===== config.mk =====
export PLATFORM = sky130hd
export DESIGN_NAME = sorter_scheduler
export DESIGN_NICKNAME = d
export VERILOG_FILES = /design/src/rtl/sorter_scheduler.sv
export SDC_FILE = /design/constraint.sdc
export NUM_CORES = 1
export LEC_CHECK = 0
export BUFFER_PORTS_ARGS = -buffer_cell sky130_fd_sc_hd__buf_2
export CAP_MARGIN = 15
export CORE_AREA = 2 2 179 181
export DETAILED_ROUTE_END_ITERATION = 7
export DIE_AREA = 0 0 181 183
export SYNTH_ARGS = -nofsm -noshare
export SYNTH_HDL_FRONTEND = slang
export SYNTH_SLANG_ARGS = --single-unit

===== constraint.sdc =====
create_clock -name clk -period 2.3 [get_ports clk]
set_input_delay 0.46 -clock clk [delete_from_list [all_inputs] [get_ports clk]]
set_output_delay 0.46 -clock clk [all_outputs]
set_load 0.01 [all_outputs]

===== src/rtl/sorter_scheduler.sv =====
// -----------------------------------------------------------------------------
// sorter_scheduler
//   Shares one 8-byte descending Sorter among NUM_REQ requesters. A
//   round-robin arbiter grants one request at a time. The winner's 64-bit
//   vector is registered onto sort_in. After SORT_LAT edges, sort_out is
//   captured and returned on resp_* together with the requester's id. The
//   response is held until the consumer accepts it.
//
//   Optional feature: define SORT_SCHED_CHECK_EN to add a checker. It raises
//   a sticky chk_err if a captured sort_out is not in descending byte order.
//   When the macro is undefined, chk_err is tied to 0.
//
// Ports
//   clk         rising-edge clock
//   rst_n       synchronous reset, active low
//   req_valid   per-requester request valid                 [NUM_REQ]
//   req_data    requester k vector at [64k+63:64k]           [NUM_REQ*64]
//   req_ready   one-hot grant (combinational)                [NUM_REQ]
//   sort_in     to Sorter input                              [64]
//   sort_out    from Sorter output                           [64]
//   resp_valid  sorted result available
//   resp_data   sorted vector, byte 0 ([63:56]) is largest   [64]
//   resp_id     owner of resp_data                           [ID_W]
//   resp_ready  consumer accepts the response
//   busy        high whenever the FSM is not idle
//   chk_err     sticky ordering-error flag
// -----------------------------------------------------------------------------
module sorter_scheduler #(
  parameter  int NUM_REQ  = 4,
  parameter  int SORT_LAT = 1,
  localparam int ID_W     = $clog2(NUM_REQ)
) (
  input  logic                   clk,
  input  logic                   rst_n,
  input  logic [NUM_REQ-1:0]     req_valid,
  input  logic [NUM_REQ*64-1:0]  req_data,
  output logic [NUM_REQ-1:0]     req_ready,
  output logic [63:0]            sort_in,
  input  logic [63:0]            sort_out,
  output logic                   resp_valid,
  output logic [63:0]            resp_data,
  output logic [ID_W-1:0]        resp_id,
  input  logic                   resp_ready,
  output logic                   busy,
  output logic                   chk_err
);

  localparam int CNT_W = (SORT_LAT > 0) ? $clog2(SORT_LAT + 1) : 1;

  localparam logic [1:0] IDLE = 2'd0;
  localparam logic [1:0] WAIT = 2'd1;
  localparam logic [1:0] RESP = 2'd2;

  logic [1:0]       state;
  logic [ID_W-1:0]  rr_ptr;
  logic [ID_W-1:0]  id_q;
  logic [CNT_W-1:0] cnt;

  logic             win_found;
  logic [ID_W-1:0]  win_id;
  logic [ID_W:0]    idx;

  // Rotating priority scan: the first valid requester starting at rr_ptr wins.
  // NOTE: every signal written in always_comb gets a default first, so no path
  // leaves it unassigned and no latch is inferred.
  always_comb begin
    win_found = 1'b0;
    win_id    = '0;
    idx       = '0;
    for (int i = 0; i < NUM_REQ; i++) begin
      idx = {1'b0, rr_ptr} + (ID_W+1)'(i);
      if (idx >= (ID_W+1)'(NUM_REQ)) idx = idx - (ID_W+1)'(NUM_REQ);
      if (!win_found && req_valid[idx[ID_W-1:0]]) begin
        win_found = 1'b1;
        win_id    = idx[ID_W-1:0];
      end
    end
  end

  // Gated with rst_n so no grant is offered while reset is asserted.
  assign req_ready = (rst_n && state == IDLE && win_found)
                   ? (NUM_REQ'(1) << win_id) : '0;
  assign busy      = (state != IDLE);

  // NOTE: sequential state uses non-blocking assignments, so every register
  // samples the pre-edge values of the others.
  always_ff @(posedge clk) begin
    if (!rst_n) begin
      state      <= IDLE;
      rr_ptr     <= '0;
      id_q       <= '0;
      cnt        <= '0;
      sort_in    <= '0;
      resp_valid <= 1'b0;
      resp_data  <= '0;
      resp_id    <= '0;
    end else begin
      case (state)
        IDLE: begin
          // A grant always results in a transfer, because req_ready is
          // raised only for a valid requester.
          if (win_found) begin
            sort_in <= req_data[win_id*64 +: 64];
            id_q    <= win_id;
            rr_ptr  <= (win_id == ID_W'(NUM_REQ - 1)) ? '0 : win_id + 1'b1;
            cnt     <= CNT_W'(SORT_LAT);
            state   <= WAIT;
          end
        end
        WAIT: begin
          if (cnt != '0) begin
            cnt <= cnt - 1'b1;
          end else begin
            resp_data  <= sort_out;
            resp_id    <= id_q;
            resp_valid <= 1'b1;
            state      <= RESP;
          end
        end
        RESP: begin
          if (resp_ready) begin
            resp_valid <= 1'b0;
            state      <= IDLE;
          end
        end
        default: state <= IDLE;
      endcase
    end
  end

`ifdef SORT_SCHED_CHECK_EN
  function automatic logic is_desc(input logic [63:0] v);
    logic ok;
    ok = 1'b1;
    for (int i = 0; i < 7; i++)
      if (v[63-8*i -: 8] < v[55-8*i -: 8]) ok = 1'b0;
    return ok;
  endfunction

  // The check runs on the same edge that captures sort_out into resp_data.
  always_ff @(posedge clk) begin
    if (!rst_n)
      chk_err <= 1'b0;
    else if (state == WAIT && cnt == '0 && !is_desc(sort_out))
      chk_err <= 1'b1;
  end
`else
  assign chk_err = 1'b0;
`endif

endmodule


**Word level (Yosys, flattened, before mapping)**

Index checks and enable logic that the tools add are counted.

- Bits in registers: 138
- Bits in latches: 0
- Memory bits (writable): 0
- ROM bits: 0
- Bits of input ports: 327
- Output and inout port bits: 137
- Memories kept: 0

- Add/subtract/negate cells: 9
- Multiply operators: 0
- Div/mod/pow operators: 0
- Magnitude comparators: 8
- Equality and inequality tests: 6
- Shift operators: 2
- Multiplexer cells: 32
- Bitwise logic cells: 1
- Reductions and logical operators: 17

Operators with widths:

| cell | number |
|---|---|
| $shiftx 256x9->64 | 1 |
| $mux 2 | 12 |
| $lt 2x3->1 const B | 4 |
| $mux 1 | 12 |
| $ge 3x3->1 const B | 3 |
| $bmux 1 s2 | 4 |
| $sub 2x1->2 const B | 4 |
| $add 2x2->3 const B | 2 |
| $ne 2x2->1 const B | 3 |
| $pmux 2 s3 | 1 |
| $reduce_and 2->1 | 3 |
| $reduce_and 3->1 | 2 |
| $reduce_bool 2->1 | 3 |
| $logic_and 1x1->1 | 5 |
| $eq 2x2->1 const B | 2 |
| $mux 4 | 1 |
| $pmux 1 s2 | 2 |
| $shl 1x2->4 const A | 1 |
| $add 2x1->3 const B | 1 |
| $ge 2x3->1 const B | 1 |
| $logic_not 1->1 | 3 |
| $add 2x1->2 const B | 1 |
| $eq 2x1->1 const B | 1 |
| $logic_not 2->1 | 1 |
| 2 further kinds | 2 |

**Longest topological paths before layout**

- Depth after elaboration: 16
- Gate-level depth with buffers: 9

**Worst setup path before layout**

No wires, ideal clock.

- Path kind: input to output
- From: input port req_valid[2]
- To: output port req_ready[2]
- Arrival time: 1.891 ns
- Required time: 1.840 ns
- Slack: -0.051 ns
- Stages: 8
- Cells stage by stage: nor2b_1 or4b_4 nand2_2 inv_2 buf_6 buf_6 ha_1 and3_1

- Longest elaborated chain between the ends: 14
- Elaborated cells between the ends (all ways): 25
- Classes of those cells: shift (1); mux (17); reduce/logical (7)

RTL lines:

| element | RTL line | source |
|---|---|---|
| start: declaration | 35 | `input logic [NUM_REQ-1:0] req_valid,` |
| $bmux 1 s2 | 73 | `if (!win_found && req_valid[idx[ID_W-1:0]]) begin` |
| $mux 1 (implied by the code) | 73 |  |
| $mux 1 | 73 |  |
| $logic_not 1->1 | 73 |  |
| $logic_and 1x1->1 | 73 |  |
| $mux 1 | 73 |  |
| $logic_not 1->1 | 73 |  |
| $logic_and 1x1->1 | 73 |  |
| $mux 1 | 73 |  |
| $logic_not 1->1 | 73 |  |
| $logic_and 1x1->1 | 73 |  |
| $mux 2 or $mux 1 (tied branches) | 73 |  |
| $shl 1x2->4 or $logic_and 1x1->1 (tied branches) | 82, 81 |  |
| $mux 4 (*) | 82 | `? (NUM_REQ'(1) << win_id) : '0;` |
| end: declaration | 37 | `output logic [NUM_REQ-1:0] req_ready,` |

Mark *: on every way between the ends. The rest lies on a longest branch, timed or not. The select of a mux whose other input is x is not followed.

**Worst setup path after layout**

- From: register rr_ptr[0]
- To: output port req_ready[2]

- Longest elaborated chain between the ends: 16
- Elaborated cells between the ends (all ways): 40
- Classes of those cells: add/sub (7); order compare (4); shift (1); mux (21); reduce/logical (7)

RTL lines:

| element | RTL line | source |
|---|---|---|
| start: declaration | 55 | `logic [ID_W-1:0] rr_ptr;` |
| start signal: assignment | 105 | `rr_ptr <= (win_id == ID_W'(NUM_REQ - 1)) ? '0 : win_id + 1'b1;` |
| parallel branches: the longest is 15 deep, another holds $add 2x1->3 | - |  |
| $mux 4 (*) | 82 |  |

Mark *: on every way between the ends. The select of a mux whose other input is x is not followed.

==> summary.md <==
| Metric | Value |
|---|---|
| FF-to-FF path depth | `9` |
| Antenna violations before repair | `1` |
| Final core utilization | `31.9%` |
| I/O pin count | `464` |
| Detailed Route Iter0 Violations | `170` |
| CP Capture Point | `req_ready[2]` |
| Antenna diode instance count | `0` |
| Max-Slew Margin vs Limit | `52.1%` |
| Dpl hpwl | `19,700 microns` |
| FFs w/ async S/R, synth | `0%` |
| Met1 GRT Util | `15.8%` |
| Post-Layout Cell Count | `1,565` |
| DR WL/cell | `16.3 microns` |
| GR Util met2 | `26.3%` |
| GRT Max-Usage Layer | `met2` |
| Max-cap violations | `0` |
| CTS tree | `built` |
| Synth warn | `0` |
| Row count | `65` |
| Share of the synthesized area in the top cell type | `42.9%` |
| Violated checks | `negative setup slack` |
| Area leader, netlist | `dfxtp_1` |
| Drt drc | `0` |
| CP startpoint kind | `register` |
| Element type at the critical path end | `output port` |
| Share of cells above drive strength 1 | `46.3%` |
| Hold buffers post-CTS | `0` |
| CP startpoint | `rr_ptr[0]$_SDFFE_PN0P_` |
| IO Port Bufs | `462` |
| R2R setup slack | `0.21 ns` |
| Largest stage delay, worst path | `0.49 ns` |
| GPL Wtd Cong | `0.806` |
| Worst-path cell chain | `nor2b_2 > or4_4 > nand2_4 > inv_8 > ha_4 > and3_4 > buf_6` |
| Die area | `33,100 sq um` |
| Final Hold Fails | `0` |
| Area grow syn2layout | `54.7%` |
| Core area | `31,200 sq um` |
| Sequential share of the synthesized area | `42.9%` |
| Worst Path Arrival | `1.93 ns` |
| Number of global-route vias before repair | `6,777` |
| Cell leakage power | `0.00515 uW` |
| Max VDD drop | `0.608 mV` |
| Post-Place Cells | `1,527` |
| Detailed-route wire length | `25,400 microns` |
| Fin crit period | `2.39 ns` |
| Largest net degree at the start of global routing | `74` |
| Clk pin slew, worst setup/hold paths | `0.06 ns` |
| Setup Skew | `0.00693 ns` |
| GRT Residual Overflow | `0` |
| Final WS setup | `-0.0912 ns` |
| All-Layer GR Usage | `14.8%` |
| Slew Limit Fails | `0` |
| Number of enable-type register cells in the synthesized netlist | `0` |
| Starting Density | `20.6%` |
| Cell Pwr Density | `839 nW/um^2` |
| Synth Flop Type | `dfxtp_1` |
| Yosys cell types | `34` |
| RSZ-0062 raised after global routing | `true` |
| Setup TNS | `-0.214 ns` |
| Die W | `181 microns` |
| Setup violations, final | `4` |
| Hold Slack | `0.257 ns` |
| Routed Antenna Nets | `0` |
| Dominant cells by area after synthesis | `dfxtp_1 43%, mux2i_1 20%, nand2_1 12%` |
| Critical path required time | `1.84 ns` |
| Type of the worst setup path | `reg -> out` |
| Critical-path maximum fanout | `4` |
| Nets | `1,478` |
| Syn Area/Cell | `9.22 sq um` |
| Clock sinks | `138` |
| Root Driver | `clkbuf_16` |
| Syn nets | `1,027` |
| Part of the cycle the worst path needs | `104%` |
| Synthesized area | `6440 sq um` |
| Status | `finished, violations left` |
| Hold WC Path Type | `in -> reg` |
| Vias per cell | `4.38` |
| Via count | `6,860` |
| Router iterations before antenna repair | `4` |
| Top cells by count, synth | `198 x nand2_1, 138 x dfxtp_1, 130 x mux2i_1` |
| Count of state elements after synthesis | `138` |
| Clk buf depth | `2` |
| Most common cell in the netlist | `nand2_1` |
| Cells after Synth | `699` |
| Maximum clock rate | `0.418 GHz` |
| CTS Buf Count | `17` |
| Met3 Track Usage GR | `6.16%` |
| Chip Height | `183 microns` |
| Worst skew pair latency | `0.44 ns` |
| FF-to-FF End | `sort_in[40]$_SDFFE_PN0P_` |
| Worst-Margin Slew | `0.718 ns` |
| First-pass GRT wire length | `37,500 microns` |
| H-tree Lvls | `4` |
| FF-to-FF Start | `rr_ptr[0]$_SDFFE_PN0P_` |
| Worst path slowest cell | `or4_4` |
## logic make-up (layout without fill, tap and decap cells)
logic type	after synthesis	count (layout)	share of synthesized area (%)
buffers and inverters	61	525	4.93
other	1	1	0.0582
multiplexers	130	130	20.2
AND/OR/NAND/NOR	229	229	14.4
adder cells (fa/ha/maj)	1	1	0.194
flip-flops	138	138	42.9
AO/OA/AOI/OAI	139	139	17.4
## sequential cells by signal (all words and copies together), names as in the netlist
| register | cells |
|---|---|
| resp_valid | 1 |
| resp_data | 64 |
| rr_ptr | 2 |
| cnt | 1 |
| id_q | 2 |
| sort_in | 64 |
| state | 2 |
| resp_id | 2 |
## worst max-delay path, delay by kind of cell, from the launching register on
family                   cells  cell delay [ns]
AND/OR/NAND/NOR              4             0.82
buffers and inverters        2             0.18
adder cells (fa/ha/maj)      1             0.14
flip-flops                   1             0.36
## per-stage QoR
step | setup slack, ns | total power (uW) | area, sq um
3_3_place_gp | 0.0000697 | 5470 | 9250
5_1_grt | -0.175 | 8860 | 9970
3_5_place_dp | -0.00514 | 5510 | 9250
6_report | -0.0912 | 8370 | 9970
4_1_cts | -0.142 | 8470 | 9900
2_1_floorplan | 0.0132 | 4430 | 6470
## placed cells by master, fill, tap and decap left out, types with 2 or more instances in the layout
| cell | instances |
|---|---|
| nand2_1 | 198 |
| buf_6 | 2 |
| a21boi_1 | 31 |
| clkbuf_16 | 18 |
| dfxtp_2 | 2 |
| o21ai_0 | 3 |
| clkinv_4 | 2 |
| clkinv_2 | 2 |
| buf_2 | 460 |
| mux2i_1 | 130 |
| nor2_4 | 3 |
| clkbuf_1 | 3 |
| nor2_1 | 6 |
| o221ai_1 | 64 |
| nor2b_2 | 2 |
| nor2b_1 | 6 |
| o211a_1 | 2 |
| a21boi_0 | 37 |
| clkinvlp_4 | 2 |
| dfxtp_1 | 136 |
| clkbuf_8 | 2 |
| bufinv_16 | 3 |
| buf_4 | 22 |
| buf_12 | 5 |
## per-layer routing
layer	vias to the layer above	wire [microns]	part of all wire [%]
li1	3384	-	-
met1	3155	9990	39
met2	295	12600	50
met3	24	2360	9.3
met4	2	447	1.8
met5	-	12	0.047
## timing repair
action,CTS,global route
setup endpoints to repair,4,4
setup buffers,1,4
pin swaps,2,4
resized for setup,10,5
gates cloned,0,1
## how the worst min path moves through the flow
| stage | from | end | slack [ns] | cells after the start |
|---|---|---|---|---|
| floorplan | id_q[0]$_SDFFE_PN0P_ | resp_id[0]$_SDFFE_PN0P_ | 0.44 | 2 |
| global placement | resp_data[31]$_SDFFE_PN0P_ | resp_data[31]$_SDFFE_PN0P_ | 0.44 | 2 |
| detailed placement | sort_in[53]$_SDFFE_PN0P_ | sort_in[53]$_SDFFE_PN0P_ | 0.44 | 2 |
| CTS | sort_out[33] | resp_data[33]$_SDFFE_PN0P_ | 0.22 | 3 |
| global route | sort_out[33] | resp_data[33]$_SDFFE_PN0P_ | 0.23 | 3 |
| finish | sort_out[33] | resp_data[33]$_SDFFE_PN0P_ | 0.26 | 3 |
## power breakdown
part / switching [uW] / leakage, uW / internal [uW]
Sequential: 193 / 0.00113 / 2760
Combinational: 1370 / 0.00373 / 1190
Clock: 1090 / 0.000291 / 1760
## final cells by class
type / count / area, sq um
Fill cell: 3290 / 21300
Multi-Input combinational cell: 500 / 3440
Sequential cell: 138 / 2770
Timing Repair Buffer: 491 / 2640
Tap cell: 402 / 503
Clock buffer: 22 / 464
Clock inverter: 10 / 141
Inverter: 2 / 15.0
Note: power is estimated with default switching activity, not from simulation.
